`config.mk`:
```
export PLATFORM = sky130hd
export DESIGN_NAME = s_memory_reader
export DESIGN_NICKNAME = d
export VERILOG_FILES = /design/src/rtl/s_memory_reader.sv
export SDC_FILE = /design/constraint.sdc
export NUM_CORES = 1
export LEC_CHECK = 0
export BUFFER_PORTS_ARGS = -buffer_cell sky130_fd_sc_hd__buf_4
export CORE_MARGIN = 2
export CORE_UTILIZATION = 40
export CTS_CLUSTER_SIZE = 10
export DETAILED_ROUTE_END_ITERATION = 16
export SETUP_SLACK_MARGIN = 0.2
export SLEW_MARGIN = 10
export SYNTH_ARGS = -nofsm -noshare
export SYNTH_HDL_FRONTEND = slang
export SYNTH_SLANG_ARGS = --single-unit
```
`constraint.sdc`:
```
create_clock -name clk -period 2.45 [get_ports clk]
set_clock_uncertainty 0.2 [all_clocks]
set_input_delay 0.245 -clock clk [delete_from_list [all_inputs] [get_ports clk]]
set_output_delay 0.245 -clock clk [all_outputs]
set_load 0.05 [all_outputs]
```
`src/rtl/s_memory_reader.sv`:
```
// s_memory_reader: reader side of the 256x8 S-memory port.
// On start, sweeps START_ADDR..END_ADDR and issues one read per cycle while
// there is room downstream. It tags each read with its address, absorbs the
// RAM's fixed read latency in a shift pipe, and streams {data, index} pairs
// through a small first-word-fall-through FIFO using valid/ready.
// Optional feature: define PERM_CHECK_EN to add a permutation checker that
// drives perm_ok. Without it, perm_ok is tied 0.
module s_memory_reader #(
    parameter int ADDR_W     = 8,
    parameter int DATA_W     = 8,
    parameter int RD_LATENCY = 1,
    parameter int FIFO_DEPTH = 4,
    parameter int START_ADDR = 0,
    parameter int END_ADDR   = 255
) (
    input  logic              clk,
    input  logic              reset_n,
    input  logic              start,
    output logic              busy,
    output logic              done,
    output logic [ADDR_W-1:0] mem_address,
    output logic              mem_wren,
    input  logic [DATA_W-1:0] mem_q,
    output logic [DATA_W-1:0] out_data,
    output logic [ADDR_W-1:0] out_index,
    output logic              out_valid,
    input  logic              out_ready,
    output logic              perm_ok
);

    localparam int PTR_W = $clog2(FIFO_DEPTH);
    localparam int CNT_W = PTR_W + 1;
    localparam int SUM_W = CNT_W + 1;

    localparam logic [1:0] S_IDLE  = 2'd0;
    localparam logic [1:0] S_ISSUE = 2'd1;
    localparam logic [1:0] S_DRAIN = 2'd2;
    localparam logic [1:0] S_DONE  = 2'd3;

    // The address counter is one bit wider than the address, so END_ADDR at
    // the top of the address space finishes without wrapping back to zero.
    localparam logic [ADDR_W:0]  FIRST_ADDR = (ADDR_W+1)'(START_ADDR);
    localparam logic [ADDR_W:0]  LAST_ADDR  = (ADDR_W+1)'(END_ADDR);
    localparam logic [SUM_W-1:0] DEPTH_S    = SUM_W'(FIFO_DEPTH);

    logic [1:0]        state, state_next;
    logic [ADDR_W:0]   addr_cnt;
    logic [RD_LATENCY-1:0] pipe_v;
    logic [ADDR_W-1:0] pipe_idx [RD_LATENCY];
    logic [DATA_W-1:0] fifo_data [FIFO_DEPTH];
    logic [ADDR_W-1:0] fifo_idx  [FIFO_DEPTH];
    logic [PTR_W-1:0]  wr_ptr, rd_ptr;
    logic [CNT_W-1:0]  fifo_count;
    logic [CNT_W-1:0]  inflight;
    logic [SUM_W-1:0]  occupancy;
    logic              start_ok, issue, last_issue, push, pop, drained;

    // Count the reads that are still travelling through the latency pipe.
    always_comb begin
        // NOTE: assign a default before the loop so no path leaves the
        // variable unassigned; an unassigned path would infer a latch.
        inflight = '0;
        for (int i = 0; i < RD_LATENCY; i++) begin
            inflight = inflight + CNT_W'(pipe_v[i]);
        end
    end

    // Handshake and issue qualifiers. A read issues only when buffered plus
    // outstanding entries leave room, so every returning byte has a slot.
    assign occupancy  = SUM_W'(fifo_count) + SUM_W'(inflight);
    assign start_ok   = (state == S_IDLE) && start;
    assign issue      = (state == S_ISSUE) && (occupancy < DEPTH_S);
    assign last_issue = issue && (addr_cnt == LAST_ADDR);
    assign push       = pipe_v[RD_LATENCY-1];
    assign out_valid  = (fifo_count != '0);
    assign pop        = out_valid && out_ready;
    assign drained    = (fifo_count == '0) && (inflight == '0);

    // Next-state logic for the sweep sequencer.
    always_comb begin
        state_next = state;
        case (state)
            S_IDLE:  if (start)      state_next = S_ISSUE;
            S_ISSUE: if (last_issue) state_next = S_DRAIN;
            S_DRAIN: if (drained)    state_next = S_DONE;
            default: state_next = S_IDLE;
        endcase
    end

    // State register.
    always_ff @(posedge clk or negedge reset_n) begin
        // NOTE: non-blocking assignments make every flop update from
        // pre-edge values, whatever order the statements appear in.
        if (!reset_n) state <= S_IDLE;
        else          state <= state_next;
    end

    // Address counter: rewinds on an accepted start and steps once per issued read.
    always_ff @(posedge clk or negedge reset_n) begin
        if (!reset_n)      addr_cnt <= FIRST_ADDR;
        else if (start_ok) addr_cnt <= FIRST_ADDR;
        else if (issue)    addr_cnt <= addr_cnt + (ADDR_W+1)'(1);
    end

    // Valid bits of the read-latency pipe; one stage per cycle of RAM latency.
    always_ff @(posedge clk or negedge reset_n) begin
        if (!reset_n) begin
            pipe_v <= '0;
        end else begin
            pipe_v[0] <= issue;
            for (int i = 1; i < RD_LATENCY; i++) pipe_v[i] <= pipe_v[i-1];
        end
    end

    // Index tags that travel alongside the valid bits.
    always_ff @(posedge clk) begin
        pipe_idx[0] <= mem_address;
        for (int i = 1; i < RD_LATENCY; i++) pipe_idx[i] <= pipe_idx[i-1];
    end

    // FIFO storage: the returned byte and its address, written as the read leaves the pipe.
    always_ff @(posedge clk) begin
        // NOTE: storage is deliberately not reset; every read of it is
        // qualified by fifo_count, which is reset.
        if (push) begin
            fifo_data[wr_ptr] <= mem_q;
            fifo_idx[wr_ptr]  <= pipe_idx[RD_LATENCY-1];
        end
    end

    // FIFO pointers and occupancy. A push and a pop together leave the count unchanged.
    always_ff @(posedge clk or negedge reset_n) begin
        if (!reset_n) begin
            wr_ptr     <= '0;
            rd_ptr     <= '0;
            fifo_count <= '0;
        end else begin
            if (push) wr_ptr <= wr_ptr + PTR_W'(1);
            if (pop)  rd_ptr <= rd_ptr + PTR_W'(1);
            case ({push, pop})
                2'b10:   fifo_count <= fifo_count + CNT_W'(1);
                2'b01:   fifo_count <= fifo_count - CNT_W'(1);
                default: fifo_count <= fifo_count;
            endcase
        end
    end

    // First-word-fall-through head. It is forced to zero when empty, so
    // outputs never show stale entries.
    assign out_data    = out_valid ? fifo_data[rd_ptr] : '0;
    assign out_index   = out_valid ? fifo_idx[rd_ptr]  : '0;
    assign mem_address = addr_cnt[ADDR_W-1:0];
    assign mem_wren    = 1'b0;
    assign busy        = (state != S_IDLE);
    assign done        = (state == S_DONE);

`ifdef PERM_CHECK_EN
    localparam int SYMBOLS    = 2**DATA_W;
    localparam bit FULL_RANGE = ((END_ADDR - START_ADDR + 1) == SYMBOLS);

    logic [SYMBOLS-1:0] seen;
    logic               dup;
    logic               perm_q;

    // Mark each delivered byte and flag repeats. The verdict is latched as
    // DONE is entered and held until the next sweep starts.
    always_ff @(posedge clk or negedge reset_n) begin
        if (!reset_n) begin
            seen   <= '0;
            dup    <= 1'b0;
            perm_q <= 1'b0;
        end else if (start_ok) begin
            seen   <= '0;
            dup    <= 1'b0;
            perm_q <= 1'b0;
        end else begin
            if (pop) begin
                if (seen[out_data]) dup <= 1'b1;
                seen[out_data] <= 1'b1;
            end
            if ((state == S_DRAIN) && drained)
                perm_q <= !dup && (!FULL_RANGE || (&seen));
        end
    end

    assign perm_ok = perm_q;
`else
    assign perm_ok = 1'b0;
`endif

endmodule

```
==> results.yml <==
synth:
  synth_seq_area_share: 0.691
  post_synth_mux_area_share: 0.103
  yosys.area_share.xor_xnor: 0.0308
  post_synthesis_simple_gate_area_fraction: 0.0743
  synth_area_um2: 3700
  post_synth_inst_count: 221
  dominant_combinational_cell_family_by_area_after_synthesis: "multiplexers"
  async_set_reset_flop_share_out_of_synthesis: 0.209
  synth-main-ff-cell: "sky130_fd_sc_hd__edfxtp_1"
  synth_compound_gate_area_share: 0.0159
  yosys_warnings: 0
  synth.ff_latch_count: 91
  synth.avg_cell_area_um2: 16.8
  synth_edf_count: 64
  netlist-cell-type-count: 31
  synth-adder-area-share: 0.0426
die:
  die_h_um: 100
  core_um2: 9110
  floorplan.die_area_um2: 10000
  pin_count: 41
  placementRows: 35
  die-width_um: 100
  floorplan.initialDensity: 0.406
setup_path:
  crit_path_end_kind: "primary output"
  timing.critical_path.from_type: "register"
  timing.setup.critical_path_class: "register to primary output"
  required_ns: 2.01
  critical_path.max_fanout: 7
  cp.arrival_ns: 1.77
timing:
  min_period_over_period: 0.906
  relative_slew_slack: 0.580
  setup_viol_count_final: 0
  hold_viol: 0
  tightest_slew_ns: 0.628
  grt_setup_unrepaired: "true"
  finalSetupTns_ns: 0
  fin_crit_ns: 2.22
  maxClockFrequency_mhz: 451
  slew_violations: 0
routing:
  first_pass_iters: 4
  vias_per_cell: 4.85
  num_vias: 1906
  wire_per_inst_um: 15.5
  drt_iter0_markers: 76
  post-route-drc-count: 0
  antenna_violating_nets_post_route: 0
  postRouteWirelength_um: 6100
placement:
  buffer_ports.inserted: 38
  detailedPlacementHpwl_um: 3900
  routabilityCongestion: 0.829
global_route:
  overflow: 0
  groute.usage.overall: 0.130
  grt_pass1_wl_um: 9700
  antenna_found_initial: 0
  grt_pass1_vias: 1913
  pin_count_of_the_biggest_net_entering_global_routing: 20
finish:
  antennaDiodeCount: 0
  area.growth.synth_to_final_pct: 23.7
  fillCellCount: 776
  count_of_nets_after_finishing: 301
  finish.utilization: 0.503
  share_of_layout_cells_above_drive_strength_1: 0.358
power_and_ir_drop:
  powerDensity_nw_per_um2: 1310
  combinationalPowerShare: 0.475
  worst_ir_drop_on_vdd_uv: 572
  power.clock.fraction: 0.180
  power.share.sequential: 0.345
  switching_power_mw: 2.22
  power.internal_mw: 3.79
  leakagePower_nw: 1.81
  switching_share: 0.369
run_status:
  outcome: "completed"
clocking:
  max-clock-path-buffers: 2
  clk_pin_slew_ns: 0.08
  cts_tree: "yes"
  cts-buffers-inserted: 9
  clock_insertion_delay_worst_skew_ns: 0.34
  buffer_cell_driving_the_clock_tree_root: "sky130_fd_sc_hd__clkbuf_8"
  htree_levels: 3
  clock_sinks: 91
job:
  maximum_capacitance_violations: 0
worst_hold_path:
  hp-class: "input pin to register"
[flip-flops by register name (all words and copies together) (netlist names)]
register,count
fifo_data,32
pipe_idx,8
fifo_idx,32
rd_ptr,2
addr_cnt,9
fifo_count,3
pipe_v,1
state,2
wr_ptr,2
[critical path: stages (launching register included)]
cell and delay [ns]:
sky130_fd_sc_hd__dfrtp_2 0.44, sky130_fd_sc_hd__buf_12 0.15, sky130_fd_sc_hd__mux4_2 0.52, sky130_fd_sc_hd__and2_4 0.18, sky130_fd_sc_hd__buf_6 0.14
[per-stage QoR]
stage               hold slack (ns)  power, mW  worst slack (ns)  cell area (um2)  cells
finish                       0.0180       6.01             0.231             4580    393
global route                0.00113       6.33             0.149             4580    393
CTS                          0.0549       5.67             0.171             4430    390
detailed placement          -0.0568       4.56             0.324             4100    365
global placement            -0.0560       4.53             0.357             4100    365
floorplan                    -0.251       3.89             0.272             3710    222
[path summary, 6_finish.rpt]
check | slack, ns | cells past startpoint | from | end
setup / recovery | 0.23 | 4 | rd_ptr[0] | out_index[2]
hold / removal | 0.02 | 3 | out_ready | rd_ptr[0]
setup reg to reg | 0.36 | 8 | fifo_count[1] | fifo_count[2]
hold reg to reg | 0.25 | 0 | addr_cnt[5] | pipe_idx[0][5]
max in group asynchronous | 1.72 | 2 | reset_n | rd_ptr[0]
min in group asynchronous | 0.11 | 2 | reset_n | addr_cnt[7]
[power groups by stage]
stage,clock network [mW],registers (mW),logic (mW)
4_1_cts,1.11,2.06,2.50
5_1_grt,1.18,2.11,3.04
3_3_place_gp,0,2.09,2.44
6_report,1.08,2.07,2.85
2_1_floorplan,0,2.03,1.86
3_5_place_dp,0,2.10,2.46
[Yosys cell counts, drive strengths merged (4+ instances only)]
| master | number | area [um2] |
|---|---|---|
| nor2 | 9 | 33.8 |
| dfrtp | 19 | 475 |
| edfxtp | 64 | 1920 |
| buf | 14 | 97.6 |
| inv | 12 | 45.0 |
| and2 | 22 | 138 |
| nand2 | 5 | 18.8 |
| nand4 | 4 | 25.0 |
| ha | 11 | 138 |
| xor2 | 11 | 96.3 |
| nand3 | 4 | 20.0 |
| mux4 | 16 | 360 |
| dfxtp | 8 | 160 |
[repair_timing]
action / 4_1_cts / 5_1_grt
gates resized for setup: 3 / 35
setup endpoints to repair: 13 / 17
cloned: 0 / 1
hold endpoints to repair: 51 / 0
hold buffers: 9 / 0
buffers inserted: 0 / 2
[per-layer routing]
metal  up-vias  part of all wire  track usage
met2        44              0.51        0.210
met1       954              0.46        0.169
met5         -                 0            0
li1        906                 -            -
met4         0            0.0048       0.0474
met3         2             0.034       0.0341
[placed cells by master, fill, tap and decap left out, types with 9 or more instances in the layout]
cell type	synthesis	final
sky130_fd_sc_hd__buf_6	0	17
sky130_fd_sc_hd__dlygate4sd3_1	0	9
sky130_fd_sc_hd__clkbuf_8	0	9
sky130_fd_sc_hd__buf_4	11	33
sky130_fd_sc_hd__xor2_1	11	11
sky130_fd_sc_hd__mux4_2	16	16
sky130_fd_sc_hd__ha_1	11	11
sky130_fd_sc_hd__inv_1	12	12
sky130_fd_sc_hd__nor2_1	9	9
sky130_fd_sc_hd__and2_4	0	17
sky130_fd_sc_hd__edfxtp_1	64	64
sky130_fd_sc_hd__dfrtp_1	19	18
[layout make-up]
type	instances	area [um2]	share of cell area
clock buffer	13	181	0.0396
clock inverter	3	43.8	0.00956
inverter	12	45.0	0.00984
multi-input combinational	102	1040	0.227
sequential	91	2560	0.559
tap	111	139	0.0303
timing repair buffer	61	574	0.125
[cells by family (layout without fill, tap and decap cells)]
| kind of cell | Yosys count | count (layout) |
|---|---|---|
| buffers and inverters | 29 | 89 |
| other | 1 | 2 |
| xor gates and xnor gates | 13 | 13 |
| and+or+nand+nor | 49 | 49 |
| adders and majority gates | 12 | 12 |
| AOI/OAI and AO/OA | 8 | 8 |
| muxes | 18 | 18 |
| DFF | 91 | 91 |
No activity file was read; power rests on OpenSTA's default activity.
